==> config.mk <==
export PLATFORM = sky130hd
export DESIGN_NAME = mat_mult_seq
export DESIGN_NICKNAME = d
export VERILOG_FILES = /design/src/rtl/mat_mult_seq.sv
export SDC_FILE = /design/constraint.sdc
export NUM_CORES = 1
export LEC_CHECK = 0
export BUFFER_PORTS_ARGS = -buffer_cell sky130_fd_sc_hd__buf_2
export CORE_MARGIN = 1.5
export CORE_UTILIZATION = 33
export DETAILED_ROUTE_END_ITERATION = 7
export PLACE_DENSITY = 0.59
export SYNTH_ARGS = -nofsm -noshare
export SYNTH_HDL_FRONTEND = slang
export SYNTH_SLANG_ARGS = --single-unit
==> constraint.sdc <==
create_clock -name i_clk -period 8.5 [get_ports i_clk]
set_input_delay 0.425 -clock i_clk [delete_from_list [all_inputs] [get_ports i_clk]]
set_output_delay 0.425 -clock i_clk [all_outputs]
set_load 0.01 [all_outputs]
==> src/rtl/mat_mult_seq.sv <==
// Sequential signed matrix multiplier: o_mat_out (MxN) = i_mat_a (MxK) * i_mat_b (KxN), N MAC lanes.
// Latency M*K cycles from the accepted-start edge to o_done; one job per M*K+1 cycles back-to-back.
// No backpressure: i_start is ignored while busy and accepted in IDLE or in the single DONE cycle.
//
// Ports:
//   i_clk       rising-edge clock
//   i_reset     synchronous active-high reset; aborts any job in flight
//   i_start     job request, sampled only in IDLE or DONE
//   i_mat_a     [M][K] x DW signed operand A, captured on an accepted start
//   i_mat_b     [K][N] x DW signed operand B, captured on an accepted start
//   o_busy      high while the job is accumulating (MAC state)
//   o_done      one-cycle pulse, o_mat_out/o_overflow were just updated
//   o_mat_out   [M][N] x ACC_W signed result, held until the next done
//   o_overflow  some element overflowed ACC_W during the last job
module mat_mult_seq #(
  parameter int M     = 2,
  parameter int K     = 2,
  parameter int N     = 2,
  parameter int DW    = 8,
  parameter int ACC_W = 32,
  parameter int SAT   = 0
) (
  input  logic                                i_clk,
  input  logic                                i_reset,
  input  logic                                i_start,
  input  logic [M-1:0][K-1:0][DW-1:0]         i_mat_a,
  input  logic [K-1:0][N-1:0][DW-1:0]         i_mat_b,
  output logic                                o_busy,
  output logic                                o_done,
  output logic [M-1:0][N-1:0][ACC_W-1:0]      o_mat_out,
  output logic                                o_overflow
);

  // A full-precision product must fit the accumulator, otherwise a single
  // term could already be truncated before the overflow check sees it.
  if (ACC_W < 2*DW) begin : g_bad_acc_w
    $error("mat_mult_seq: ACC_W (%0d) must be >= 2*DW (%0d)", ACC_W, 2*DW);
  end
  if (M < 1 || K < 1 || N < 1) begin : g_bad_dims
    $error("mat_mult_seq: M, K and N must all be >= 1");
  end

  localparam int IW = (M > 1) ? $clog2(M) : 1;
  localparam int KW = (K > 1) ? $clog2(K) : 1;
  localparam int PW = 2*DW;

  localparam logic [IW-1:0]    I_LAST  = IW'(M-1);
  localparam logic [KW-1:0]    K_LAST  = KW'(K-1);
  localparam logic [ACC_W-1:0] ACC_MAX = {1'b0, {(ACC_W-1){1'b1}}};
  localparam logic [ACC_W-1:0] ACC_MIN = {1'b1, {(ACC_W-1){1'b0}}};

  typedef enum logic [1:0] {
    S_IDLE = 2'd0,
    S_MAC  = 2'd1,
    S_DONE = 2'd2
  } state_t;

  state_t r_state;
  state_t w_state_nxt;

  // Operand copies: the job only ever looks at what was present at start.
  logic [M-1:0][K-1:0][DW-1:0]    r_a;
  logic [K-1:0][N-1:0][DW-1:0]    r_b;
  logic [IW-1:0]                  r_i;
  logic [KW-1:0]                  r_k;
  logic [N-1:0][ACC_W-1:0]        r_acc;
  logic [M-1:0][N-1:0][ACC_W-1:0] r_buf;
  logic [M-1:0][N-1:0][ACC_W-1:0] r_out;
  logic                           r_ovf_job;
  logic                           r_ovf;

  logic [PW-1:0]                  w_prod [N];
  logic [ACC_W:0]                 w_sum  [N];
  logic [N-1:0][ACC_W-1:0]        w_acc_nxt;
  logic [N-1:0]                   w_lane_ovf;
  logic [M-1:0][N-1:0][ACC_W-1:0] w_buf_nxt;
  logic                           w_row_end;
  logic                           w_last;
  logic                           w_accept;
  logic                           w_job_ovf;

  assign w_row_end = (r_k == K_LAST);
  assign w_last    = w_row_end && (r_i == I_LAST);
  assign w_job_ovf = r_ovf_job | (|w_lane_ovf);

  // ---------------------------------------------------------------------
  // MAC lanes. The sum is one bit wider than the accumulator so that an
  // out-of-range result shows up as a disagreement between the top two bits.
  // ---------------------------------------------------------------------
  always_comb begin
    w_acc_nxt  = '0;
    w_lane_ovf = '0;
    for (int j = 0; j < N; j++) begin
      w_prod[j] = '0;
      w_sum[j]  = '0;
    end
    for (int j = 0; j < N; j++) begin
      w_prod[j] = $signed(r_a[r_i][r_k]) * $signed(r_b[r_k][j]);
      w_sum[j]  = {r_acc[j][ACC_W-1], r_acc[j]}
                + {{(ACC_W+1-PW){w_prod[j][PW-1]}}, w_prod[j]};
      w_lane_ovf[j] = w_sum[j][ACC_W] ^ w_sum[j][ACC_W-1];
      if (w_lane_ovf[j] && (SAT != 0)) begin
        // Sign of the wide sum tells which rail was crossed.
        w_acc_nxt[j] = w_sum[j][ACC_W] ? ACC_MIN : ACC_MAX;
      end else begin
        w_acc_nxt[j] = w_sum[j][ACC_W-1:0];
      end
    end
  end

  // Row i of the buffer as it will look after this edge. On the final edge
  // the output register loads from here so the last row is not a cycle late.
  always_comb begin
    w_buf_nxt      = r_buf;
    w_buf_nxt[r_i] = w_acc_nxt;
  end

  // ---------------------------------------------------------------------
  // Control FSM
  // ---------------------------------------------------------------------
  always_ff @(posedge i_clk) begin
    if (i_reset) begin
      r_state <= S_IDLE;
    end else begin
      r_state <= w_state_nxt;
    end
  end

  always_comb begin
    w_state_nxt = r_state;
    w_accept    = 1'b0;
    o_busy      = 1'b0;
    o_done      = 1'b0;
    case (r_state)
      S_IDLE: begin
        if (i_start) begin
          w_state_nxt = S_MAC;
          w_accept    = 1'b1;
        end
      end
      S_MAC: begin
        o_busy = 1'b1;
        if (w_last) begin
          w_state_nxt = S_DONE;
        end
      end
      S_DONE: begin
        o_done = 1'b1;
        if (i_start) begin
          w_state_nxt = S_MAC;
          w_accept    = 1'b1;
        end else begin
          w_state_nxt = S_IDLE;
        end
      end
      default: begin
        w_state_nxt = S_IDLE;
      end
    endcase
  end

  // ---------------------------------------------------------------------
  // Datapath registers
  // ---------------------------------------------------------------------
  always_ff @(posedge i_clk) begin
    if (i_reset) begin
      r_a       <= '0;
      r_b       <= '0;
      r_i       <= '0;
      r_k       <= '0;
      r_acc     <= '0;
      r_buf     <= '0;
      r_out     <= '0;
      r_ovf_job <= 1'b0;
      r_ovf     <= 1'b0;
    end else if (w_accept) begin
      r_a       <= i_mat_a;
      r_b       <= i_mat_b;
      r_i       <= '0;
      r_k       <= '0;
      r_acc     <= '0;
      r_ovf_job <= 1'b0;
    end else if (r_state == S_MAC) begin
      r_ovf_job <= w_job_ovf;
      if (w_row_end) begin
        r_buf <= w_buf_nxt;
        r_acc <= '0;
        r_k   <= '0;
        r_i   <= w_last ? '0 : r_i + 1'b1;
      end else begin
        r_acc <= w_acc_nxt;
        r_k   <= r_k + 1'b1;
      end
      if (w_last) begin
        r_out <= w_buf_nxt;
        r_ovf <= w_job_ovf;
      end
    end
  end

  assign o_mat_out  = r_out;
  assign o_overflow = r_ovf;

endmodule

==> metrics.log, run 1 <==
[metrics] result of the run: completed
[metrics] netlist area before placement: 22800 um2
[metrics] post-detailed-route count of antenna-violating nets: 0
[metrics] Main synth FF type: sky130_fd_sc_hd__dfxtp_1
[metrics] Synth-to-Final Area Change: 14.4%
[metrics] setup_tns: 0 ns
[metrics] register area share after synthesis: 0.286
[metrics] antenna fix cells: 0
[metrics] Final Non-Filler Cells: 3705
[metrics] final worst-path cycle share: 0.889
[metrics] syn avg cell area: 8.79 um2
[metrics] Arrival @ worst endpoint: 8.05 ns
[metrics] Die Span X: 266 um
[metrics] Distinct cells, synth: 64
[metrics] number of DRC violations after detailed-routing iteration 0: 1285
[metrics] routed wl met2: 27.0 mm
[metrics] Post-Syn Nets: 3090
[metrics] number of levels the H-tree was split into: 2
[metrics] Max Buffers Root-to-Sink: 3
[metrics] port buffer count: 197
[metrics] total power divided by cell area: 163 nW/um2
[metrics] overall die height: 266 um
[metrics] worst setup skew after layout: 0.0344 ns
[metrics] number of vias after detailed routing: 17749
[metrics] total of endpoints with negative setup slack in the final report: 0
[metrics] routed wirelength normalized by instance count: 16.6 um
[metrics] amount of wire on met3 after detailed routing: 4.25 mm
[metrics] post-route met1 wirelength: 29.0 mm
[metrics] number of instances in the placed design: 3634
[metrics] grt ovf: 0
[metrics] maximum VDD drop: 0.123 mV
[metrics] via count of the first global-routing pass: 17576
[metrics] # IOs: 198
[metrics] CTS tree: built
[metrics] net total in the final layout: 3236
[metrics] timing-limited maximum frequency: 0.132 GHz
[metrics] DPL Wire Length: 44.6 mm
[metrics] fraction of layout instances using a drive strength above 1: 0.120
[metrics] effective utilization at floorplan: 0.333
[metrics] synthesis-stage register bit count: 326
[metrics] clock root buffer: sky130_fd_sc_hd__clkbuf_16
[metrics] register clock-pin slew on the reported worst setup and hold paths: 0.06 ns
[metrics] Num Clock Sinks: 326
[metrics] Data required, critical path: 9.00 ns
[metrics] number of antenna violations at the first check in global routing: 2
[metrics] area of the die: 70800 um2
[metrics] final cell utilization of the core: 0.381
[metrics] largest net degree at the start of global routing: 107
[metrics] RSZ-0062 raised after global routing: false
[metrics] largest fanout on the critical path: 16
[metrics] cts bufs inserted: 40
[metrics] wire length of the first global-routing pass: 97.7 mm
[metrics] row count: 96
[metrics] post-CTS setup buffer count: 0
[metrics] yosys synthesis warning count: 0
[metrics] GRT Util Overall: 0.175
[metrics] Critical Path Start Type: flop
[metrics] Via-to-Cell Ratio: 4.79
[metrics] max-slew headroom at the worst pin: 0.283
[metrics] worst hold-check path type: input pin to flop
[metrics] Final Hold Violating Endpoints: 0
[metrics] # DRC: 0
[metrics] total routed wirelength: 61.4 mm
[metrics] reported max-cap violation count: 0
[metrics] count of hold-fix buffers inserted at cts: 0
[metrics] placer's final routability congestion estimate: 0.834
[metrics] Core Area: 68600 um2
[metrics] kind of capture point of the worst setup path: flop
[metrics] post-cts gate resize count: 0
[metrics] leading post-synthesis cells by cell area: sky130_fd_sc_hd__dfxtp_1 (29%), sky130_fd_sc_hd__fa_1 (25%), sky130_fd_sc_hd__nand2_1 (9.2%)
[metrics] static power due to leakage: 12.2 nW
[metrics] minimum period implied by the final worst setup slack: 7.56 ns
[metrics] category of the critical setup timing path: flop to flop
[metrics] share of the synthesized area in the top cell type: 0.286
[metrics] highest signal layer in the routed design: met5
[metrics] final slew viol count: 0
[metrics] post-synthesis instance total: 2599
[metrics] count of filler cells inserted in the layout: 6999
[metrics] insertion delay to the later sink of the worst-skew pair: 0.58 ns
[metrics] number of synthesized flops with an enable pin: 0
[metrics] library cell with the largest summed area after synthesis: sky130_fd_sc_hd__dfxtp_1
[metrics] proportion of register bits with asynchronous set or reset after synthesis: 0
[metrics] Pre-antenna DRT Iters: 5
[metrics] transition at the pin with the smallest max-transition slack: 1.08 ns
per-stage QoR:
step	total power (W)	hold slack, ns	setup WS [ns]	instance area [um2]
CTS	0.00433	0.0729	0.901	26100
global route	0.00450	0.0982	0.421	26100
finish	0.00427	0.102	0.943	26100
global placement	0.00259	0.439	1.08	24800
floorplan	0.00230	0.432	1.47	22800
detailed placement	0.00259	0.442	0.916	24800
layer usage:
| layer | vias to the layer above | global-route usage |
|---|---|---|
| met1 | 8675 | 0.248 |
| met5 | - | 0 |
| li1 | 8607 | - |
| met2 | 395 | 0.268 |
| met4 | 2 | 0.0433 |
| met3 | 70 | 0.0432 |
flip-flops by register name, summed over array words and instances, names as in the netlist, 2 cells and up:
signal     count
r_buf         64
r_b           32
r_state        2
r_a           32
r_acc         64
o_mat_out    128
power breakdown:
group          internal [W]  total (W)  leakage, nW  switching (W)
clock               0.00100    0.00171        0.637       0.000710
sequential          0.00157    0.00159         2.64      0.0000288
combinational      0.000344   0.000959         8.93       0.000615
total               0.00291    0.00427         12.2        0.00135
synthesized netlist by cell type (3+ instances only):
| cell | count |
|---|---|
| sky130_fd_sc_hd__a21oi_1 | 312 |
| sky130_fd_sc_hd__o21ai_0 | 26 |
| sky130_fd_sc_hd__ha_1 | 144 |
| sky130_fd_sc_hd__mux2i_1 | 19 |
| sky130_fd_sc_hd__or3_1 | 3 |
| sky130_fd_sc_hd__o21bai_1 | 3 |
| sky130_fd_sc_hd__o21a_1 | 17 |
| sky130_fd_sc_hd__nand3b_1 | 16 |
| sky130_fd_sc_hd__nor3_1 | 11 |
| sky130_fd_sc_hd__o21ai_1 | 18 |
| sky130_fd_sc_hd__nand2_1 | 558 |
| sky130_fd_sc_hd__nand2b_1 | 23 |
| sky130_fd_sc_hd__a21o_1 | 33 |
| sky130_fd_sc_hd__mux2_2 | 13 |
| sky130_fd_sc_hd__buf_1 | 13 |
| sky130_fd_sc_hd__xor2_1 | 19 |
| sky130_fd_sc_hd__a211oi_1 | 7 |
| sky130_fd_sc_hd__clkbuf_1 | 111 |
| sky130_fd_sc_hd__a211o_1 | 3 |
| sky130_fd_sc_hd__o211ai_1 | 7 |
| sky130_fd_sc_hd__fa_1 | 280 |
| sky130_fd_sc_hd__dfxtp_1 | 326 |
| sky130_fd_sc_hd__mux4_2 | 3 |
| sky130_fd_sc_hd__xnor2_1 | 41 |
| sky130_fd_sc_hd__nor2_1 | 153 |
| sky130_fd_sc_hd__nand3_1 | 17 |
| sky130_fd_sc_hd__a31oi_1 | 6 |
| sky130_fd_sc_hd__a22oi_1 | 41 |
| sky130_fd_sc_hd__and3_1 | 7 |
| sky130_fd_sc_hd__or2_2 | 3 |
| sky130_fd_sc_hd__nor2b_1 | 25 |
| sky130_fd_sc_hd__inv_1 | 294 |
| sky130_fd_sc_hd__and2_1 | 8 |
critical path, stage by stage, from the launching register on:
cell	delay, ns
sky130_fd_sc_hd__dfxtp_2	0.63
sky130_fd_sc_hd__mux4_2	0.53
sky130_fd_sc_hd__nand2b_1	0.21
sky130_fd_sc_hd__fa_1	0.71
sky130_fd_sc_hd__inv_1	0.14
sky130_fd_sc_hd__fa_1	0.75
sky130_fd_sc_hd__inv_1	0.39
sky130_fd_sc_hd__fa_1	0.60
sky130_fd_sc_hd__inv_1	0.05
sky130_fd_sc_hd__fa_1	0.43
sky130_fd_sc_hd__ha_1	0.29
sky130_fd_sc_hd__ha_1	0.35
sky130_fd_sc_hd__a211o_1	0.28
sky130_fd_sc_hd__a21oi_1	0.16
sky130_fd_sc_hd__nand3_1	0.09
sky130_fd_sc_hd__nor3_1	0.61
sky130_fd_sc_hd__nor2_1	0.22
sky130_fd_sc_hd__a311o_1	0.40
sky130_fd_sc_hd__a21oi_1	0.18
sky130_fd_sc_hd__xnor2_1	0.20
sky130_fd_sc_hd__nand2_1	0.08
sky130_fd_sc_hd__a21oi_1	0.15
cells by family (layout without fill, tap and decap cells):
family / Yosys count / count (layout) / synth area share
AOI/OAI and AO/OA: 500 / 500 / 0.128
xor gates and xnor gates: 62 / 62 / 0.0247
adders and majority gates: 424 / 424 / 0.324
buffers and inverters: 419 / 594 / 0.0689
DFF: 326 / 326 / 0.286
muxes: 35 / 35 / 0.0177
and+or+nand+nor: 833 / 833 / 0.150
cell usage in the layout, fill, tap and decap left out, types with 3 or more instances in the layout:
master,instances
sky130_fd_sc_hd__nor2_1,151
sky130_fd_sc_hd__xor2_1,19
sky130_fd_sc_hd__nor2_4,3
sky130_fd_sc_hd__xnor2_1,41
sky130_fd_sc_hd__a22oi_1,41
sky130_fd_sc_hd__dfxtp_1,325
sky130_fd_sc_hd__or3_1,3
sky130_fd_sc_hd__nor2b_1,24
sky130_fd_sc_hd__nand2b_1,20
sky130_fd_sc_hd__o211ai_1,7
sky130_fd_sc_hd__inv_1,294
sky130_fd_sc_hd__o21ai_1,18
sky130_fd_sc_hd__nor3_1,11
sky130_fd_sc_hd__inv_6,3
sky130_fd_sc_hd__mux2i_1,19
sky130_fd_sc_hd__o21a_1,17
sky130_fd_sc_hd__buf_2,196
sky130_fd_sc_hd__a21oi_1,312
sky130_fd_sc_hd__and2_1,6
sky130_fd_sc_hd__mux2_2,13
sky130_fd_sc_hd__nand3_1,16
sky130_fd_sc_hd__clkbuf_1,8
sky130_fd_sc_hd__a31oi_1,6
sky130_fd_sc_hd__and3_1,6
sky130_fd_sc_hd__a21o_1,33
sky130_fd_sc_hd__mux4_2,3
sky130_fd_sc_hd__nand2_1,558
sky130_fd_sc_hd__clkinv_2,4
sky130_fd_sc_hd__a211o_1,3
sky130_fd_sc_hd__nand3b_1,16
sky130_fd_sc_hd__clkbuf_8,9
sky130_fd_sc_hd__o21bai_1,3
sky130_fd_sc_hd__o21ai_0,26
sky130_fd_sc_hd__clkbuf_16,40
sky130_fd_sc_hd__clkinv_4,3
sky130_fd_sc_hd__ha_1,144
sky130_fd_sc_hd__fa_1,280
sky130_fd_sc_hd__a211oi_1,7
sky130_fd_sc_hd__buf_4,31
layout make-up:
type | count | area [um2] | share of cell area
clock buffer | 56 | 1140 | 0.0437
clock inverter | 15 | 164 | 0.00627
inverter | 295 | 1110 | 0.0424
multi-input combinational | 1854 | 14800 | 0.566
sequential | 326 | 6530 | 0.250
tap | 931 | 1160 | 0.0446
timing repair buffer | 228 | 1230 | 0.0470
path summary, 6_finish.rpt:
check	cells after the start	start	end	slack [ns]
min reg2reg	2	r_buf[43]$_SDFFE_PP0P_	o_mat_out[43]$_SDFFE_PP0P_	0.45
max reg2reg	21	r_k$_SDFFE_PP0P_	o_mat_out[121]$_SDFFE_PP0P_	0.94
min	3	i_mat_b[25]	r_b[25]$_SDFFE_PP0P_	0.10
max	21	r_k$_SDFFE_PP0P_	o_mat_out[121]$_SDFFE_PP0P_	0.94
Note: power is estimated with default switching activity, not from simulation.
==> run 2, diff against run 1 <==
--- a/config.mk
+++ b/config.mk
@@ -9,6 +9,7 @@
 export CORE_MARGIN = 1.5
 export CORE_UTILIZATION = 33
 export DETAILED_ROUTE_END_ITERATION = 7
+export MAX_ROUTING_LAYER = met4
 export PLACE_DENSITY = 0.59
 export SYNTH_ARGS = -nofsm -noshare
 export SYNTH_HDL_FRONTEND = slang
==> metrics.log, run 2 (same netlist as run 1, synthesis figures left out) <==
[metrics] result of the run: completed
[metrics] Max Buffers Root-to-Sink: 3 (unchanged)
[metrics] static power due to leakage: 12.2 nW (unchanged)
[metrics] slowest cell delay on critical path: 0.71 ns (-0.04 ns)
[metrics] worst-case hold path end point: r_b[25]$_SDFFE_PP0P_
[metrics] post-detailed-route count of antenna-violating nets: 0 (unchanged)
[metrics] # IOs: 198 (unchanged)
[metrics] number of vias after detailed routing: 17783 (+0.19%)
[metrics] final worst-path cycle share: 0.885 (-0.00411)
[metrics] number of DRC violations after detailed-routing iteration 0: 1246 (-3.0%)
[metrics] crit path cell chain: buf_4 > mux2i_1 > buf_4 > nand2b_1 > fa_1 > inv_1 > fa_1 > inv_1 > fa_1 > inv_1 > fa_1 > ha_1 > ha_1 > a21o_1 > a31oi_1 > nand3_1 > a311oi_1 > a31oi_1 > nor2_2 > xnor3_1 > xor2_1 > nor3_2 > a211oi_1
[metrics] total non-filler cell area in the finished layout: 26100 um2 (about the same)
[metrics] Via-to-Cell Ratio: 4.80 (+0.16%)
[metrics] max-slew headroom at the worst pin: 0.292 (+0.00889)
[metrics] GRT Util Overall: 0.181 (+0.00517)
[metrics] Pre-antenna DRT Iters: 5 (unchanged)
[metrics] # DRC: 0 (unchanged)
[metrics] row count: 96 (unchanged)
[metrics] via count of the first global-routing pass: 17590 (+0.080%)
[metrics] Worst Hold Launch: i_mat_b[25]
[metrics] total of endpoints with negative setup slack in the final report: 0 (unchanged)
[metrics] Critical R2R Capture: o_overflow$_SDFFE_PP0P_
[metrics] worst setup skew after layout: 0.0347 ns (+0.000292 ns)
[metrics] Data required, critical path: 8.92 ns (-0.08 ns)
[metrics] wire length of the first global-routing pass: 97.7 mm (about the same)
[metrics] register clock-pin slew on the reported worst setup and hold paths: 0.06 ns (about the same)
[metrics] Final Hold Violating Endpoints: 0 (unchanged)
[metrics] reported max-cap violation count: 0 (unchanged)
[metrics] Reg-to-Reg Start: r_k$_SDFFE_PP0P_
[metrics] Arrival @ worst endpoint: 7.94 ns (-0.11 ns)
[metrics] grt ovf: 0 (unchanged)
[metrics] final cell utilization of the core: 0.381 (about the same)
[metrics] leading cell type in the layout, fill and taps excluded: sky130_fd_sc_hd__nand2_1
[metrics] Register-to-Register Path Depth: 23 (+9.5%)
[metrics] combined buffer and inverter count along the critical path: 5 (+2)
[metrics] Die Span X: 266 um (unchanged)
[metrics] post-CTS setup buffer count: 0 (unchanged)
[metrics] kind of capture point of the worst setup path: flop
[metrics] RSZ-0062 raised after global routing: false
[metrics] final slew viol count: 0 (unchanged)
[metrics] count of hold-fix buffers inserted at cts: 0 (unchanged)
[metrics] cts bufs inserted: 40 (unchanged)
[metrics] total routed wirelength: 61.4 mm (about the same)
[metrics] largest fanout on the critical path: 15 (-1)
[metrics] clock root buffer: sky130_fd_sc_hd__clkbuf_16
[metrics] slowest CP cell: sky130_fd_sc_hd__fa_1
[metrics] total power divided by cell area: 163 nW/um2 (about the same)
[metrics] routed wirelength normalized by instance count: 16.6 um (about the same)
[metrics] insertion delay to the later sink of the worst-skew pair: 0.58 ns (about the same)
[metrics] minimum period implied by the final worst setup slack: 7.52 ns (-0.0349 ns)
[metrics] maximum VDD drop: 0.124 mV (+0.28%)
[metrics] placement-stage cell area: 24800 um2 (unchanged)
[metrics] setup slack, reg-to-reg: 0.98 ns (+0.03 ns)
[metrics] worst hold-check path type: input pin to flop
[metrics] net total in the final layout: 3236 (unchanged)
[metrics] transition at the pin with the smallest max-transition slack: 1.06 ns (-0.0133 ns)
[metrics] overall die height: 266 um (unchanged)
[metrics] category of the critical setup timing path: flop to flop
[metrics] Core Area: 68600 um2 (unchanged)
[metrics] port buffer count: 197 (unchanged)
[metrics] cell with the most instances on the worst path: sky130_fd_sc_hd__fa_1
[metrics] cell depth of the worst min-delay path: 3 (unchanged)
[metrics] Critical Path Start Type: flop
[metrics] Num Clock Sinks: 326 (unchanged)
[metrics] placer's final routability congestion estimate: 0.847 (+1.5%)
[metrics] area of the die: 70800 um2 (unchanged)
[metrics] setup_tns: 0 ns (unchanged)
[metrics] cell class contributing the biggest share of worst-path delay: adder cells
[metrics] largest net degree at the start of global routing: 107 (unchanged)
[metrics] fraction of layout instances using a drive strength above 1: 0.120 (unchanged)
[metrics] number of antenna violations at the first check in global routing: 2 (unchanged)
[metrics] Largest register FFs: 128 (unchanged)
[metrics] effective utilization at floorplan: 0.333 (unchanged)
[metrics] CTS tree: built
[metrics] most frequent cells in the layout: sky130_fd_sc_hd__nand2_1 (558), sky130_fd_sc_hd__dfxtp_1 (325), sky130_fd_sc_hd__a21oi_1 (312), sky130_fd_sc_hd__inv_1 (294), sky130_fd_sc_hd__fa_1 (280)
[metrics] timing-limited maximum frequency: 0.133 GHz (+0.46%)
[metrics] post-cts gate resize count: 0 (unchanged)
[metrics] Synth-to-Final Area Change: 14.4% (about the same)
[metrics] DPL Wire Length: 44.6 mm (unchanged)
[metrics] number of levels the H-tree was split into: 2 (unchanged)
## run 2: tightest hold or removal path, stage by stage
cell	delay [ns]
sky130_fd_sc_hd__buf_2	0.09
sky130_fd_sc_hd__nand2_1	0.05
sky130_fd_sc_hd__a21oi_1	0.05
## run 2: how the worst max path moves through the flow
stage,from,to,slack [ns],depth (start not counted)
global placement,r_k$_SDFFE_PP0P_,o_overflow$_SDFFE_PP0P_,1.08,23
CTS,r_k$_SDFFE_PP0P_,o_overflow$_SDFFE_PP0P_,0.90,23
floorplan,r_k$_SDFFE_PP0P_,o_overflow$_SDFFE_PP0P_,1.47,23
finish,r_k$_SDFFE_PP0P_,o_overflow$_SDFFE_PP0P_,0.98,23
global route,r_k$_SDFFE_PP0P_,o_overflow$_SDFFE_PP0P_,0.42,23
detailed placement,r_k$_SDFFE_PP0P_,o_overflow$_SDFFE_PP0P_,0.92,23
## run 2: power breakdown
part / switching [W] / internal (W) / leakage, nW
Sequential: 0.0000287 / 0.00157 / 2.64
Combinational: 0.000614 / 0.000344 / 8.93
Clock: 0.000710 / 0.00100 / 0.637
## run 2: cell type report
type                       instances  area (um2)
timing repair buffer             228        1230
fill                            6998       42500
tap                              931        1160
antenna                            1        2.50
clock buffer                      56        1140
multi-input combinational       1854       14800
sequential                       326        6530
clock inverter                    15         164
inverter                         295        1110
## run 2: layer usage
metal	wire, um	GRT usage
met2	27000	0.268
met5	0	-
met1	28800	0.248
met3	4420	0.0416
met4	1200	0.0433
## run 2: stage by stage
stage	std cells	hold slack [ns]	power, W	worst slack (ns)
final	3706	0.102	0.00427	0.978
after global routing	3706	0.0982	0.00450	0.421
after CTS	3705	0.0729	0.00433	0.901
after detailed placement	3634	0.442	0.00259	0.916
after global placement	3634	0.439	0.00259	1.08
after floorplan	2599	0.432	0.00230	1.47
